<file path="src/rtl/ctech_lib_clk_pkg.sv">
// rtl/ctech_lib_clk_pkg.sv - shared types and limits for the gated clock branch sequencer
package ctech_lib_clk_pkg;

    typedef enum logic [1:0] {
        OFF  = 2'd0,
        WAKE = 2'd1,
        ON   = 2'd2,
        HYST = 2'd3
    } ctech_clk_gate_state_t;

    // wake_cnt is 4 bits wide, so the settle time cannot exceed this
    localparam int CTECH_CLK_WAKE_MAX = 15;

endpackage

</file>
<file path="src/rtl/ctech_lib_clk_dncnt.sv">
// rtl/ctech_lib_clk_dncnt.sv - loadable down counter that saturates at zero, with zero flag
module ctech_lib_clk_dncnt #(
    parameter int W = 4
) (
    input  logic         clk,
    input  logic         rst_b,
    input  logic         load,
    input  logic [W-1:0] load_val,
    input  logic         dec,
    output logic         zero
);

    logic [W-1:0] cnt_q;
    logic [W-1:0] cnt_d;

    always_comb begin
        cnt_d = cnt_q;
        if (load) begin
            cnt_d = load_val;
        end else if (dec && (cnt_q != '0)) begin
            cnt_d = cnt_q - W'(1);
        end
    end

    always_ff @(posedge clk or negedge rst_b) begin
        if (!rst_b) begin
            cnt_q <= '0;
        end else begin
            cnt_q <= cnt_d;
        end
    end

    assign zero = (cnt_q == '0);

endmodule

</file>
<file path="src/rtl/ctech_lib_clk_gate_ctrl.sv">
// rtl/ctech_lib_clk_gate_ctrl.sv - request/ack sequencer driving the enable of one gated clock branch
module ctech_lib_clk_gate_ctrl
    import ctech_lib_clk_pkg::*;
#(
    parameter int NUM_REQ  = 4,
    parameter int HYST_W   = 8,
    parameter int WAKE_CYC = 2
) (
    input  logic               clk,
    input  logic               rst_b,
    input  logic [NUM_REQ-1:0] req,
    output logic [NUM_REQ-1:0] ack,
    input  logic               force_on,
    input  logic [HYST_W-1:0]  hyst_val,
    output logic               clken,
    output logic               clk_active
);

    if ((WAKE_CYC < 1) || (WAKE_CYC > CTECH_CLK_WAKE_MAX)) begin : g_bad_wake_cyc
        $error("ctech_lib_clk_gate_ctrl: WAKE_CYC must be in 1..15");
    end
    if ((NUM_REQ < 1) || (NUM_REQ > 16)) begin : g_bad_num_req
        $error("ctech_lib_clk_gate_ctrl: NUM_REQ must be in 1..16");
    end

    ctech_clk_gate_state_t state_q, state_d;
    logic                  clken_q, clken_d;
    logic                  clk_active_q, clk_active_d;
    logic [NUM_REQ-1:0]    ack_q, ack_d;

    logic any_req;
    logic wake_load, wake_dec, wake_zero;
    logic hyst_load, hyst_dec, hyst_zero;

    always_comb begin
        any_req   = (|req) | force_on;
        state_d   = state_q;
        wake_load = 1'b0;
        hyst_load = 1'b0;
        case (state_q)
            OFF: begin
                if (any_req) begin
                    state_d   = WAKE;
                    wake_load = 1'b1;
                end
            end
            // Settle time always runs to completion, even if requests vanish
            WAKE: begin
                if (wake_zero) begin
                    state_d = ON;
                end
            end
            ON: begin
                if (!any_req) begin
                    if (hyst_val == '0) begin
                        state_d = OFF;
                    end else begin
                        state_d   = HYST;
                        hyst_load = 1'b1;
                    end
                end
            end
            // A new request wins over an expiring hysteresis count
            HYST: begin
                if (any_req) begin
                    state_d = ON;
                end else if (hyst_zero) begin
                    state_d = OFF;
                end
            end
            default: state_d = OFF;
        endcase

        wake_dec     = (state_q == WAKE);
        hyst_dec     = (state_q == HYST) && !any_req;
        clken_d      = (state_d != OFF);
        clk_active_d = (state_d == ON);
        ack_d        = ((state_q == ON) && (state_d == ON)) ? req : '0;
    end

    always_ff @(posedge clk or negedge rst_b) begin
        if (!rst_b) begin
            state_q      <= OFF;
            clken_q      <= 1'b0;
            clk_active_q <= 1'b0;
            ack_q        <= '0;
        end else begin
            state_q      <= state_d;
            clken_q      <= clken_d;
            clk_active_q <= clk_active_d;
            ack_q        <= ack_d;
        end
    end

    ctech_lib_clk_dncnt #(.W(4)) u_wake_cnt (
        .clk      (clk),
        .rst_b    (rst_b),
        .load     (wake_load),
        .load_val (4'(WAKE_CYC - 1)),
        .dec      (wake_dec),
        .zero     (wake_zero)
    );

    ctech_lib_clk_dncnt #(.W(HYST_W)) u_hyst_cnt (
        .clk      (clk),
        .rst_b    (rst_b),
        .load     (hyst_load),
        .load_val (hyst_val - HYST_W'(1)),
        .dec      (hyst_dec),
        .zero     (hyst_zero)
    );

    assign clken      = clken_q;
    assign clk_active = clk_active_q;
    assign ack        = ack_q;

endmodule
</file>
<file path="config.mk">
export PLATFORM = sky130hd
export DESIGN_NAME = ctech_lib_clk_gate_ctrl
export DESIGN_NICKNAME = d
export VERILOG_FILES = /design/src/rtl/ctech_lib_clk_pkg.sv /design/src/rtl/ctech_lib_clk_dncnt.sv /design/src/rtl/ctech_lib_clk_gate_ctrl.sv
export SDC_FILE = /design/constraint.sdc
export NUM_CORES = 1
export LEC_CHECK = 0
export ABC_AREA = 1
export CAP_MARGIN = 20
export CORE_UTILIZATION = 52
export CTS_CLUSTER_DIAMETER = 50
export DETAILED_ROUTE_END_ITERATION = 10
export PLACE_DENSITY = 0.84
export SLEW_MARGIN = 25
export SYNTH_ARGS = -nofsm -noshare
export SYNTH_HDL_FRONTEND = slang
export SYNTH_SLANG_ARGS = --single-unit
</file>
<file path="constraint.sdc">
create_clock -name clk -period 1.8 [get_ports clk]
set_input_delay 0.36 -clock clk [delete_from_list [all_inputs] [get_ports clk]]
set_output_delay 0.36 -clock clk [all_outputs]
set_load 0.005 [all_outputs]
</file>
==> impl_metrics.csv <==
group,metric,value,unit
floorplanning,io_pins,21,
critical_path,crit_end,"u_hyst_cnt.cnt_q[5]",
clock_tree,htreeDepth,1,
critical_path,regToRegStartpoint,"state_q[0]",
critical_path,worstPathMaxFanout,5,
placed_design,hpwl,2350,um
synthesis,synth_edf_count,0,
floorplanning,die_area,2700,um2
drt,vias_per_cell,5.45,
sta,rsz0062_at_grt,"yes",
finish,antenna-diode-count,0,
synthesis,synth_ff_type,"dfrtp_1",
clock_tree,clock-sinks,20,
global_routing,grt_pass1_wl,5310,um
floorplanning,dieHeight,52.0,um
sta,tightest_slew,0.252,ns
global_routing,grt.total_usage,26.9,%
drt,drt_wl_total,3910,um
global_routing,antenna_found_initial,0,
run,cap_violations,0,
status,outcome,"finished, final reports clean",
clock_tree,clock_latency,0.32,ns
drt,firstDrtPassIters,4,
synthesis,avgSynthCellArea,7.59,um2
synthesis,synth_top_area_cell,"dfrtp_1",
drt,drc,0,
synthesis,syn_area,1300,um2
floorplanning,fp-row-count,17,
critical_path,r2r_setup_slack,0.05,ns
synthesis,ys_ff_latch,20,
synthesis,synth_common_cells,"nand2_1 (39), inv_1 (32), dfrtp_1 (20)",
placed_design,gp_routability_congestion,0.845,
sta,relSlewSlack,83.0,%
critical_path,r2r_end,"u_hyst_cnt.cnt_q[5]",
synthesis,syn_nets,188,
finish,fin_util,84.1,%
sta,drv_slew,0,
floorplanning,initial_core_util,57.0,%
floorplanning,chipWidth,52.0,um
sta,setup_viol,0,
synthesis,synth.distinct_cells,25,
floorplanning,core_region_area,2280,um2
global_routing,first_global_vias,1276,
placed_design,port_buffers,20,
synthesis,synth_seq_area_share,38.6,%
finish,nNetsFinal,241,
global_routing,grt_max_degree,21,
clock_tree,clk_pin_slew_worst_paths,0.13,ns
clock_tree,cts_buffers,3,
sta,hold_viol_final,0,
drt,via_count,1369,
critical_path,cp-end-kind,"flop",
pwr,leakagePower,1.04,nW
synthesis,synth.most_common_cell,"nand2_1",
clock_tree,cts_tree,"done",
global_routing,grt-ovfl-total,0,
finish,multi_input_area,751,um2
finish,regArea,500,um2
sta,tns,0,ns
sta,post-route-period-util,98.0,%
synthesis,syn_inst,171,
critical_path,cp-startpoint,"hyst_val[4]",
pwr,total_power,2.49,mW
critical_path,path_class,"input port to flop",
pwr,power.density,1300,nW/um2
drt,postRouteAntennaNets,0,
hold_path,hp-class,"input port to async pin",
drt,drt_iter0_drc,28,
critical_path,critical_path_arrival,1.99,ns
clock_tree,cts_root_buffer,"clkbuf_4",
sta,final.min_clock_period,1.76,ns
critical_path,startpoint_type,"input port",
finish,syn2layout_area_growth,47.4,%
synthesis,synth_top_area_share,38.6,%
pwr,ir_worst_vdd,0.881,mV
drt,post_drt_wl_per_cell,15.6,um
sta,fmax,567,MHz
synthesis,synth-async-reset-ratio,100,%
clock_tree,clock_path_buffers,2,
finish,drive_above_1_share,38.6,%
critical_path,r2r_cells,11,
synthesis,synth_warnings,0,
sta,fin_skew,0.0214,ns
critical_path,required,2.03,ns
clock_tree,hold_buffers,0,
finish,fillers,127,
synthesis,synthTopCellsByArea,"dfrtp_1 (39%), nand2_1 (11%), inv_1 (9.3%)",
[state kept, by name, indices dropped and copies added, names as in the netlist]
signal,count
state_q,2
u_hyst_cnt.cnt_q,8
clk_active,1
ack,4
clken,1
u_wake_cnt.cnt_q,4
[metrics by stage]
stage                     hold slack, ns  cells  setup WS [ns]  cell area, um2
final                              0.366    251         0.0363            1910
after global routing               0.368    251        -0.0602            1910
after CTS                          0.383    243       0.000166            1740
after detailed placement           0.481    239         -0.396            1680
after global placement             0.464    239         -0.303            1680
after floorplan                   0.0644    171          0.143            1300
[worst min path at each step]
stage                                    from                  end  depth (start not counted)
after global placement    u_hyst_cnt.cnt_q[5]  u_hyst_cnt.cnt_q[5]                          2
final                                   rst_b           state_q[1]                          2
after floorplan                         rst_b               ack[0]                          0
after global routing                   req[1]               ack[1]                          3
after detailed placement  u_hyst_cnt.cnt_q[5]  u_hyst_cnt.cnt_q[5]                          2
after CTS                               rst_b           state_q[1]                          2
[worst max-delay path, cell delays in order]
cell and delay, ns:
clkdlybuf4s50_1 0.40, inv_1 0.07, nand2_1 0.06, nor2_2 0.14, nand2_4 0.10, nand2_4 0.12, buf_4 0.13, nand2_2 0.06
nand2_4 0.11, nand3_1 0.13, o21bai_1 0.15, nand2_1 0.06, nand2_1 0.06, nand2_1 0.05
[final cells by class]
| cell class | count | area share, % |
|---|---|---|
| clock buffer | 3 | 1.18 |
| multi-input combinational | 114 | 39.2 |
| inverter | 36 | 7.06 |
| sequential | 20 | 26.2 |
| clock inverter | 1 | 1.57 |
| timing repair buffer | 49 | 23.0 |
| tap | 28 | 1.83 |
[cells by family after synthesis]
kind of cell / after synthesis / share of synthesized area (%)
AO/OA/AOI/OAI: 16 / 7.33
flip-flops: 20 / 38.6
adder cells (fa/ha/maj): 2 / 1.93
buffers and inverters: 37 / 11.5
AND/OR/NAND/NOR: 96 / 40.7
[layer usage]
layer / track usage (%) / up-vias / share of wire (%)
li1: - / 640 / -
met1: 30.0 / 648 / 36
met2: 50.9 / 65 / 54
met3: 3.80 / 16 / 5.9
met4: 9.46 / 0 / 3.5
met5: 0 / - / 0
[what timing repair did]
item | in CTS | in global routing
setup endpoints to repair | 12 | 12
pin swaps | 0 | 20
resized for setup | 7 | 41
buffers inserted | 0 | 8
[power breakdown]
group	internal [mW]	leakage [nW]	switching [mW]
registers	0.599	0.252	0.111
logic	0.588	0.762	0.821
clock network	0.225	0.0279	0.147
[layout by cell type (no fill, tap or decap)]
cell / count
buf_6: 3
a31oi_1: 3
clkbuf_4: 3
buf_4: 26
nor2_8: 1
dlymetal6s2s_1: 5
clkdlybuf4s50_1: 13
nand3_4: 1
nand3_1: 17
nor2_2: 7
nor2_4: 7
a22oi_1: 1
inv_1: 23
o21bai_1: 3
or2_0: 1
dfrtp_1: 20
nor3_4: 1
nand4_1: 1
dlygate4sd2_1: 2
o21ai_0: 4
nand2_1: 31
nand2_4: 12
nor3_1: 2
ha_2: 1
o21ai_1: 2
nor2_1: 7
ha_4: 1
nand2_2: 8
o22ai_1: 1
bufinv_16: 1
o21ai_2: 1
a21oi_1: 1
inv_2: 13
(Power assumes the default switching activity.)
